## src/rtl/classify_argmax.sv

```systemverilog
// Argmax over a captured logit vector: serial scan, one channel per cycle,
// reporting winning index, its score and the margin over the runner-up.
module classify_argmax #(
  parameter int NO_CH   = 24,
  parameter int BW      = 16,
  parameter int LOG2_CH = 5
) (
  input  logic                  clk,
  input  logic                  rst,
  input  logic                  vld_in,
  input  logic [NO_CH*BW-1:0]   data_in,
  output logic                  out_vld,
  input  logic                  out_rdy,
  output logic [LOG2_CH-1:0]    class_out,
  output logic [BW-1:0]         score_out,
  output logic [BW:0]           margin_out,
  output logic                  busy,
  output logic [15:0]           drop_cnt
);

  // ptr runs one past the last channel: that extra step loads the outputs
  localparam int PW = $clog2(NO_CH + 1);

  typedef enum logic [1:0] {IDLE, SCAN, HOLD} state_t;

  state_t                      r_state, w_nxt;
  logic [NO_CH-1:0][BW-1:0]    r_buf;
  logic signed [BW-1:0]        r_best, r_second, w_c;
  logic [LOG2_CH-1:0]          r_idx;
  logic [PW-1:0]               r_ptr;
  logic                        w_accept, w_drop, w_last;
  logic [BW:0]                 w_margin;

  assign w_accept = vld_in & ((r_state == IDLE) | ((r_state == HOLD) & out_rdy));
  assign w_drop   = vld_in & ~w_accept;
  assign w_last   = (r_ptr == PW'(NO_CH));
  assign w_margin = {r_best[BW-1], r_best} - {r_second[BW-1], r_second};

  assign busy    = (r_state == SCAN) | (r_state == HOLD);
  assign out_vld = (r_state == HOLD);

  always_comb begin
    w_c = r_buf[0];
    for (int i = 1; i < NO_CH; i++)
      if (r_ptr == PW'(i)) w_c = r_buf[i];
  end

  always_comb begin
    w_nxt = r_state;
    case (r_state)
      IDLE: if (vld_in) w_nxt = SCAN;
      SCAN: if (w_last) w_nxt = HOLD;
      HOLD: if (out_rdy) w_nxt = vld_in ? SCAN : IDLE;
      default: w_nxt = IDLE;
    endcase
  end

  always_ff @(posedge clk) begin
    if (rst) begin
      r_state    <= IDLE;
      r_buf      <= '0;
      r_best     <= '0;
      r_second   <= '0;
      r_idx      <= '0;
      r_ptr      <= '0;
      class_out  <= '0;
      score_out  <= '0;
      margin_out <= '0;
      drop_cnt   <= '0;
    end else begin
      r_state <= w_nxt;
      if (w_accept) begin
        r_buf    <= data_in;
        r_best   <= data_in[BW-1:0];
        r_second <= {1'b1, {(BW-1){1'b0}}};
        r_idx    <= '0;
        r_ptr    <= PW'(1);
      end else if (r_state == SCAN) begin
        if (w_last) begin
          class_out  <= r_idx;
          score_out  <= r_best;
          margin_out <= w_margin;
        end else begin
          // strict compares: lower index keeps ties, equal value becomes runner-up
          if (w_c > r_best) begin
            r_second <= r_best;
            r_best   <= w_c;
            r_idx    <= LOG2_CH'(r_ptr);
          end else if (w_c > r_second) begin
            r_second <= w_c;
          end
          r_ptr <= r_ptr + PW'(1);
        end
      end
      if (w_drop && drop_cnt != 16'hFFFF) drop_cnt <= drop_cnt + 16'd1;
    end
  end

endmodule
```

## config.mk

```make
export PLATFORM = sky130hd
export DESIGN_NAME = classify_argmax
export DESIGN_NICKNAME = d
export VERILOG_FILES = /design/src/rtl/classify_argmax.sv
export SDC_FILE = /design/constraint.sdc
export NUM_CORES = 1
export LEC_CHECK = 0
export CAP_MARGIN = 10
export CORE_MARGIN = 1
export CORE_UTILIZATION = 53
export DETAILED_ROUTE_END_ITERATION = 6
export GPL_TIMING_DRIVEN = 0
export HOLD_SLACK_MARGIN = 0.08
export PLACE_DENSITY_LB_ADDON = 0.1
export SETUP_SLACK_MARGIN = 0.15
export SYNTH_ARGS = -nofsm -noshare
export SYNTH_HDL_FRONTEND = slang
export SYNTH_SLANG_ARGS = --single-unit
```

## constraint.sdc

```tcl
create_clock -name clk -period 6.1 [get_ports clk]
set_input_delay 1.22 -clock clk [delete_from_list [all_inputs] [get_ports clk]]
set_output_delay 1.22 -clock clk [all_outputs]
set_load 0.02 [all_outputs]
```

# ---- After elaboration in Yosys (flattened, before gate mapping)
# Cells that the tools add are included.
dict set report word_totals {
  ramBits 0
  latchBits 0
  regBits 482
  romBits 0
  output_inout_bits 56
  mem_count 0
}
dict set report classes {
  eq_ne 31
  multipliers 0
  n_div 0
  n_addsub 3
  n_shift 0
  n_mux 40
  reduce_logical 15
  magnitude_cmp 2
  bitwise_logic 7
}
# op n
set op_table {}
lappend op_table {{2-to-1 mux 16 bit} 32}
lappend op_table {{equality test 5 bit, second input constant} 9}
lappend op_table {{equality test 5 x 4 -> 1 bit, second input constant} 8}
lappend op_table {{greater-than comparator 16 bit} 2}
lappend op_table {{equality test 5 x 3 -> 1 bit, second input constant} 4}
lappend op_table {{AND reduction 3 bit} 6}
lappend op_table {{subtractor 16 x 16 -> 17 bit} 1}
lappend op_table {{adder 16 x 1 -> 16 bit, second input constant} 1}
lappend op_table {{!= test 16 bit, second input constant} 1}
lappend op_table {{equality test 5 x 2 -> 1 bit, second input constant} 2}
lappend op_table {{2-to-1 mux 2 bit} 3}
lappend op_table {{!= test 2 bit, second input constant} 3}
lappend op_table {{one-hot mux 2 bit (3 select lines)} 1}
lappend op_table {{nonzero test 2 bit} 3}
lappend op_table {{adder 5 x 1 -> 5 bit, second input constant} 1}
lappend op_table {{equality test 5 x 1 -> 1 bit, second input constant} 1}
lappend op_table {{2-to-1 mux 1 bit} 4}
lappend op_table {{AND reduction 2 bit} 2}
lappend op_table {{bitwise AND 1 bit} 3}
lappend op_table {{nonzero test 3 bit} 1}
lappend op_table {{equality test 2 x 1 -> 1 bit, second input constant} 1}
lappend op_table {{equality test 2 bit, second input constant} 1}
lappend op_table {{zero test 2 bit} 1}
lappend op_table {{!= test 2 x 1 -> 1 bit, second input constant} 1}
lappend op_table {{4 further kinds} 6}

# ---- Longest topological paths before layout
# Gate-level depths: netlist of run 1.
dict set report logic_depth {
  ltp_word 30
  depth_mapped 24
}

# ---- Worst setup path after synthesis of run 1
# No wires, ideal clock.
dict set report synth_timing {
  kind {register -> register}
  from {reg r_ptr[0]}
  to {reg r_second[2]}
  path_slack_ns 1.279
  arrival_ns 4.683
  path_stages_with_launch 25
  setup_ns 0.138
  required_ns 5.962
  period_less_slack_ns 4.821
  cell_sequence {dfxtp_1 ha_1 buf_2 buf_2 clkbuf_1 and3_1 ha_1 clkbuf_1 nor3b_1 o21ai_0 nand3_1 a311oi_1 or3_1 and2_1 ha_1 and4_1 nand3_1 nor4_1 a211o_1 or2_2 buf_2 o21a_1 nor2_1 clkbuf_1 o221ai_1}
}
dict set report synth_between {
  elab_chain_cells 27
}
# element line_no
set synth_rtl {}
lappend synth_rtl {{from (decl)} 30} ;# logic [PW-1:0] r_ptr;
lappend synth_rtl {{from (signal assigned)} 92} ;# r_ptr <= r_ptr + PW'(1);
lappend synth_rtl {{equality test 5 x 1 -> 1 bit} 45} ;# if (r_ptr == PW'(i)) w_c = r_buf[i];
lappend synth_rtl {{2-to-1 mux 16 bit (23 in series)} 45}
lappend synth_rtl {{greater-than comparator 16 bit, on equally long branches} {85, 89}}
lappend synth_rtl {{nonzero test 2 bit (no line)} -}
lappend synth_rtl {{AND reduction 3 bit (no line)} -}
lappend synth_rtl {{to (signal assigned)} 75} ;# r_second <= {1'b1, {(BW-1){1'b0}}};
lappend synth_rtl {{to (signal assigned)} 86} ;# r_second <= r_best;
lappend synth_rtl {{to (signal assigned)} 90} ;# r_second <= w_c;
lappend synth_rtl {{to (decl)} 28} ;# logic signed [BW-1:0] r_best, r_second, w_c;
# Parallel ways exist; a longest one is shown, timed or not. The select of a mux whose other input is x is not followed.
# A chain may end at the register's enable or synchronous reset.

# ---- Final worst setup path of run 1
dict set report layout_timing {
  from {reg r_ptr[0]}
  to {reg r_second[3]}
}
# The elaborated chain is that of the path after synthesis.

==> run_results.csv, run 1 <==
group,metric,value,unit
outcome,status,"complete, no violations",
grt,antenna_found_initial,0,
drt,via_per_inst,6.17,
clock_tree,tritoncts,"yes",
timing,clock_skew,0.0203,ns
synthesis,yosysTopAreaCell,"dfxtp_1",
timing,rsz0062_at_grt,"no",
synthesis,ys_seq_area_share,42.1,%
drt,vias,25700,
cells_and_area,fin_nets,3998,
timing,fmax,172,MHz
cells_and_area,drive_gt1_share,5.72,%
drt,drcViolationCount,0,
floorplanning,rows,75,
grt,grt_use_total,42.3,%
synthesis,yosysTopAreaCellShare,42.1,%
worst_setup_path,worst_ep_required_time,6.60,ns
placement,place_hpwl,74.8,mm
power,power.total,8.79,mW
worst_setup_path,path_cells,"ha_1 > buf_2 > buf_2 > clkbuf_4 > and3_1 > ha_2 > clkbuf_2 > a21oi_1 > nand4_1 > a211oi_2 > and4b_1 > inv_1 > ha_1 > and3_1 > a221o_1 > a211oi_1 > mux2i_2 > o21ai_2 > buf_4 > a21oi_1 > a311oi_1",
timing,finalHoldViolCount,0,
synthesis,synth_commonest_cells,"nand2_1 (979), a21oi_1 (508), dfxtp_1 (482)",
worst_setup_path,worst_setup_path_start_kind,"register",
clock_tree,clock_latency,0.61,ns
timing,relSlewSlack,22.1,%
flow_run,max_cap_violations,0,
drt,finalWirelength,95.6,mm
floorplanning,dieArea,44100,sq um
floorplanning,start_util,54.1,%
drt,postRouteAntennaNets,0,
clock_tree,clock-sinks,482,
clock_tree,h-tree-depth,2,
timing,period_needed,5.82,ns
synthesis,synth_area_leaders,"dfxtp_1 (42%), nand2_1 (16%), a21oi_1 (11%), ha_1 (3.2%), clkbuf_1 (2.9%)",
power,power_leakage,11.2,nW
timing,worstMarginPinSlew,1.17,ns
grt,grt_pass1_vias,24400,
drt,first_iter_violations,3404,
hold_path,hp-class,"register to register",
floorplanning,fp.dieW,210,um
synthesis,synth_ff_type,"dfxtp_1",
synthesis,synth-edff-count,0,
synthesis,synth_cells,3057,
worst_setup_path,endpoint_kind,"register",
synthesis,synth_seq_cells,482,
worst_setup_path,cp-startpoint,"r_ptr[0]$_SDFFE_PP0P_",
timing,finalCritPeriodShare,95.5,%
grt,overflow,0,
synthesis,syn_area,22900,sq um
worst_setup_path,path_max_fanout,10,
clock_tree,root_buffer,"clkbuf_16",
grt,grt_max_degree,16,
floorplanning,die_y,210,um
timing,hold-worst-slack,0.450,ns
synthesis,synth.most_common_cell,"nand2_1",
floorplanning,coreArea,42300,sq um
power,p_per_area,294,nW/um^2
worst_setup_path,worst-path-buf-inv,6,
clock_tree,post-cts-setup-buffers,0,
synthesis,ys_types,93,
hold_path,hp-start,"margin_out[7]$_SDFFE_PP0P_",
clock_tree,hold_buffers,0,
worst_setup_path,critPathTopFamily,"compound AO/OA/AOI/OAI gates",
worst_setup_path,slowest_delay,0.41,ns
worst_setup_path,r2r_start,"r_ptr[0]$_SDFFE_PP0P_",
clock_tree,cts_buffers,49,
drt,wl_per_cell,22.9,um
synthesis,ys.warnings.count,0,
power,ir_drop,203,uV
placement,gp_congestion,1.02,
cells_and_area,synthToLayoutAreaGrowth,30.4,%
timing,setup_viol,0,
worst_setup_path,path_class,"register to register",
synthesis,mappedNetlistNets,3504,
placement,io_buffers,442,
synthesis,synth_area_per_cell,7.49,sq um
grt,grt_pass1_wl,142,mm
drt,dr.pass1.iters,6,
synthesis,ys_async_sr_fraction,0,%
clock_tree,clk_pin_slew,0.06,ns
worst_setup_path,slowest_stage,"a211oi_2",
timing,final_max_slew_viol_count,0,
clock_tree,cts_buffer_depth,3,
worst_setup_path,arrival,6.32,ns
floorplanning,ios,444,
worst reg2reg max path: cells and delay by family (launching register included):
kind            cells  cell delay, ns
compound gates      7            2.15
mux                 1            0.16
buf+inv             6            1.34
simple gates        4            1.03
fa+ha+maj           3            0.70
flops               1            0.37
registers in the layout, indices dropped and copies added, names as in the netlist, 5 cells and up:
signal / count
class_out: 5
drop_cnt: 16
margin_out: 17
r_best: 16
r_buf: 384
r_idx: 5
r_ptr: 5
r_second: 16
score_out: 16
worst paths after layout:
kind / to / slack, ns / cells after the start
max: r_second[3]$_SDFFE_PP0P_ / 0.28 / 21
min: margin_out[7]$_SDFFE_PP0P_ / 0.45 / 2
max reg2reg: r_second[3]$_SDFFE_PP0P_ / 0.28 / 21
min reg2reg: margin_out[7]$_SDFFE_PP0P_ / 0.45 / 2
power breakdown:
part	switching (mW)	total, mW	internal (mW)
registers	0.191	3.57	3.38
logic	1.31	2.12	0.815
clock network	1.33	3.10	1.77
metrics by stage:
| stage | TNS, ns | setup slack (ns) | cell area (sq um) | cells | util, % |
|---|---|---|---|---|---|
| floorplan | 0 | 1.28 | 22900 | 3057 | - |
| global placement | -19.70 | -0.854 | 28100 | 4076 | 66.3 |
| detailed placement | -9.43 | -0.623 | 28100 | 4077 | 66.3 |
| CTS | 0 | 0.154 | 29800 | 4164 | 70.3 |
| global route | 0 | 0.148 | 29900 | 4164 | 70.6 |
| finish | 0 | 0.276 | 29900 | 4165 | 70.6 |
metal layers:
metal  up-vias  wire length, um  track usage (%)
met2      1707            43500             68.4
met4         0             5450             22.9
met5         -                0                0
li1      11500                -                -
met1     12100            36400             53.4
met3       318            10200             7.62
cells by family (layout without fill, tap and decap cells):
group	Yosys count	in the layout	share of synthesized area, %
AO/OA/AOI/OAI	831	831	22.2
XOR/XNOR	22	22	0.841
adder cells (fa/ha/maj)	59	59	3.26
buffers and inverters	297	827	5.48
flip-flops	482	482	42.1
multiplexers	7	7	0.306
other	0	1	0
AND/OR/NAND/NOR	1359	1359	25.8
layout by cell type (no fill, tap or decap), drive strengths merged, types with 13 or more instances in the layout:
cell type / n
and3: 30
nand2: 980
o221ai: 23
a21o: 14
a221oi: 29
o21ai: 49
nand3: 38
a221o: 13
a31oi: 15
clkdlybuf4s50: 442
nand3b: 14
o22ai: 37
buf: 60
nor2b: 18
a211oi: 16
nand4: 16
dfxtp: 482
xnor2: 13
a311oi: 20
nor2: 120
ha: 58
nor3: 46
a21oi: 508
a2111oi: 19
clkbuf: 251
inv: 59
final cells by class:
cell class                      instances  area [sq um]
Fill cell                            3350         12500
Multi-Input combinational cell       2278         12200
Sequential cell                       482          9650
Timing Repair Buffer                  443          4430
Clock buffer                           70          1440
Buffer                                240          1060
Tap cell                              577           722
Inverter                               57           214
Clock inverter                         17           188
Antenna cell                            1          2.50
what timing repair did:
item	in CTS	in global routing
pin swaps	2	0
setup endpoints to repair	36	36
resized for setup	22	31
hold endpoints to repair	0	0
No activity file was read; power rests on OpenSTA's default activity.
==> run 2, diff against run 1 <==
--- a/config.mk
+++ b/config.mk
@@ -12,7 +12,9 @@
 export GPL_TIMING_DRIVEN = 0
 export HOLD_SLACK_MARGIN = 0.08
 export PLACE_DENSITY_LB_ADDON = 0.1
+export REMOVE_ABC_BUFFERS = 1
 export SETUP_SLACK_MARGIN = 0.15
+export SLEW_MARGIN = 20
 export SYNTH_ARGS = -nofsm -noshare
 export SYNTH_HDL_FRONTEND = slang
 export SYNTH_SLANG_ARGS = --single-unit
==> run 2 against run 1 <==
Critical path type unchanged. Global-route usage fell by 6.0 points. Flip-flop and latch count did not move. Register-to-register slack worse by 0.04 ns. Utilization up 0.18 points. Combinational power grew 4%. Die area unchanged. Clock-buffer cell count rose by 7. Total power increased by 2.1%. Clock power grew 5%.
==> run_results.csv, run 2 (synthesis results as in run 1) <==
group,metric,value,unit
timing,setup_viol,0,
timing,finalCritPeriodShare,96.1,%
timing,fmax,171,MHz
timing,setup_slack,0.240,ns
clock_tree,tritoncts,"yes",
power,power_leakage,11.2,nW
clock_tree,clock_latency,0.61,ns
outcome,status,"complete, no violations",
floorplanning,dieArea,44100,sq um
power,ir_drop,189,uV
cells_and_area,largest_registers,"r_buf x384, margin_out x17",
timing,clock_skew,0.0279,ns
placement,place_ws,-1.27,ns
floorplanning,ios,444,
cells_and_area,final-instance-count-excl-fill,3974,
cells_and_area,synthToLayoutAreaGrowth,30.7,%
clock_tree,h-tree-depth,2,
drt,via_per_inst,5.97,
hold_path,hp-class,"register to register",
drt,vias,23700,
drt,dr.pass1.iters,6,
cells_and_area,largest_reg_flops,384,
drt,wl_per_cell,20.8,um
drt,drcViolationCount,0,
cells_and_area,finalInstanceArea,29900,sq um
floorplanning,rows,75,
worst_setup_path,reg2reg_slack,0.24,ns
clock_tree,hold_buffers,0,
placement,gp_congestion,0.904,
worst_setup_path,endpoint_kind,"register",
flow_run,max_cap_violations,0,
floorplanning,die_y,210,um
drt,finalWirelength,82.6,mm
floorplanning,coreArea,42300,sq um
grt,antenna_found_initial,10,
worst_setup_path,arrival,6.34,ns
worst_setup_path,path_class,"register to register",
worst_setup_path,worst_setup_path_start_kind,"register",
clock_tree,clock-sinks,482,
drt,postRouteAntennaNets,0,
timing,finalHoldViolCount,0,
floorplanning,fp.dieW,210,um
cells_and_area,fin_nets,3801,
timing,relSlewSlack,25.2,%
grt,grt_use_total,36.3,%
placement,io_buffers,443,
drt,first_iter_violations,2507,
cells_and_area,top_register,"r_buf",
cells_and_area,layout_common_cells,"nand2_1 (978), a21oi_1 (507), dfxtp_1 (479), clkdlybuf4s50_1 (442), nor2_1 (109)",
worst_setup_path,path_max_fanout,18,
clock_tree,clk_pin_slew,0.05,ns
timing,rsz0062_at_grt,"no",
clock_tree,cts_buffers,51,
timing,final_max_slew_viol_count,0,
timing,worstMarginPinSlew,1.12,ns
grt,grt_pass1_wl,124,mm
placement,dp.cells,3869,
cells_and_area,drive_gt1_share,6.10,%
clock_tree,cts_buffer_depth,3,
power,p_per_area,300,nW/um^2
placement,dpl-instance-area,27900,sq um
cells_and_area,final_common_cell,"nand2_1",
clock_tree,root_buffer,"clkbuf_16",
timing,period_needed,5.86,ns
grt,grt_max_degree,118,
grt,overflow,0,
placement,place_hpwl,59.5,mm
worst_setup_path,worst_ep_required_time,6.58,ns
floorplanning,start_util,54.1,%
grt,grt_pass1_vias,22300,
==> run 2: stage by stage <==
step	setup TNS [ns]	hold slack (ns)	util (%)	total power, mW
global placement	-6669.32	0.438	63.9	5.73
global route	0	0.464	70.8	9.30
finish	0	0.446	70.8	8.98
CTS	0	0.450	70.4	8.87
floorplan	-3306.12	0.425	-	4.82
detailed placement	-35.00	0.442	65.8	5.59
==> run 2: worst max-delay path: stages (launching register included) <==
cell and delay, ns:
dfxtp_1 0.55, inv_1 0.17, ha_2 0.39, nand2_1 0.52, a21oi_1 0.17, a221oi_1 0.45
nor3_1 0.09, a2111oi_1 0.66, o22ai_2 0.36, ha_1 0.39, a21o_1 0.16, a21oi_1 0.21
o21ai_0 0.15, a221oi_2 0.51, or2_4 0.27, o21a_1 0.23, nor2_4 0.06, buf_12 0.16
a311oi_1 0.21
==> run 2: final timing paths <==
check                                  start                          to  depth (start not counted)
setup / recovery       r_ptr[0]$_SDFFE_PP0P_    r_second[7]$_SDFFE_PP0P_                         18
hold / removal    margin_out[8]$_SDFFE_PP0P_  margin_out[8]$_SDFFE_PP0P_                          2
setup reg to reg       r_ptr[0]$_SDFFE_PP0P_    r_second[7]$_SDFFE_PP0P_                         18
hold reg to reg   margin_out[8]$_SDFFE_PP0P_  margin_out[8]$_SDFFE_PP0P_                          2
==> run 2: area by class of cell <==
cell class                 instances  area [sq um]
antenna                            4          10.0
clock buffer                      77          1560
clock inverter                    15           193
fill                            3481         12400
inverter                          57           214
multi-input combinational       2278         12300
sequential                       482          9660
tap                              577           722
timing repair buffer             484          5290
==> run 2: report_power, final <==
part | switching [mW] | internal, mW
clock | 1.32 | 1.93
sequential | 0.155 | 3.38
combinational | 1.28 | 0.925
==> run 2: routing by layer <==
| metal | routed length [um] | part of all wire [%] | GRT usage, % | vias to the layer above |
|---|---|---|---|---|
| li1 | - | - | - | 11100 |
| met1 | 33000 | 40 | 46.0 | 11200 |
| met2 | 38800 | 47 | 59.9 | 1155 |
| met3 | 6730 | 8.2 | 5.88 | 222 |
| met4 | 3950 | 4.8 | 18.0 | 8 |
| met5 | 46 | 0.056 | 0 | - |
==> run 2: repair_timing <==
action	in CTS	in global routing
hold endpoints to repair	0	0
setup buffers	2	7
gates cloned	0	0
gates resized for setup	31	17
pin swaps	1	4
endpoints found under the setup margin	37	37
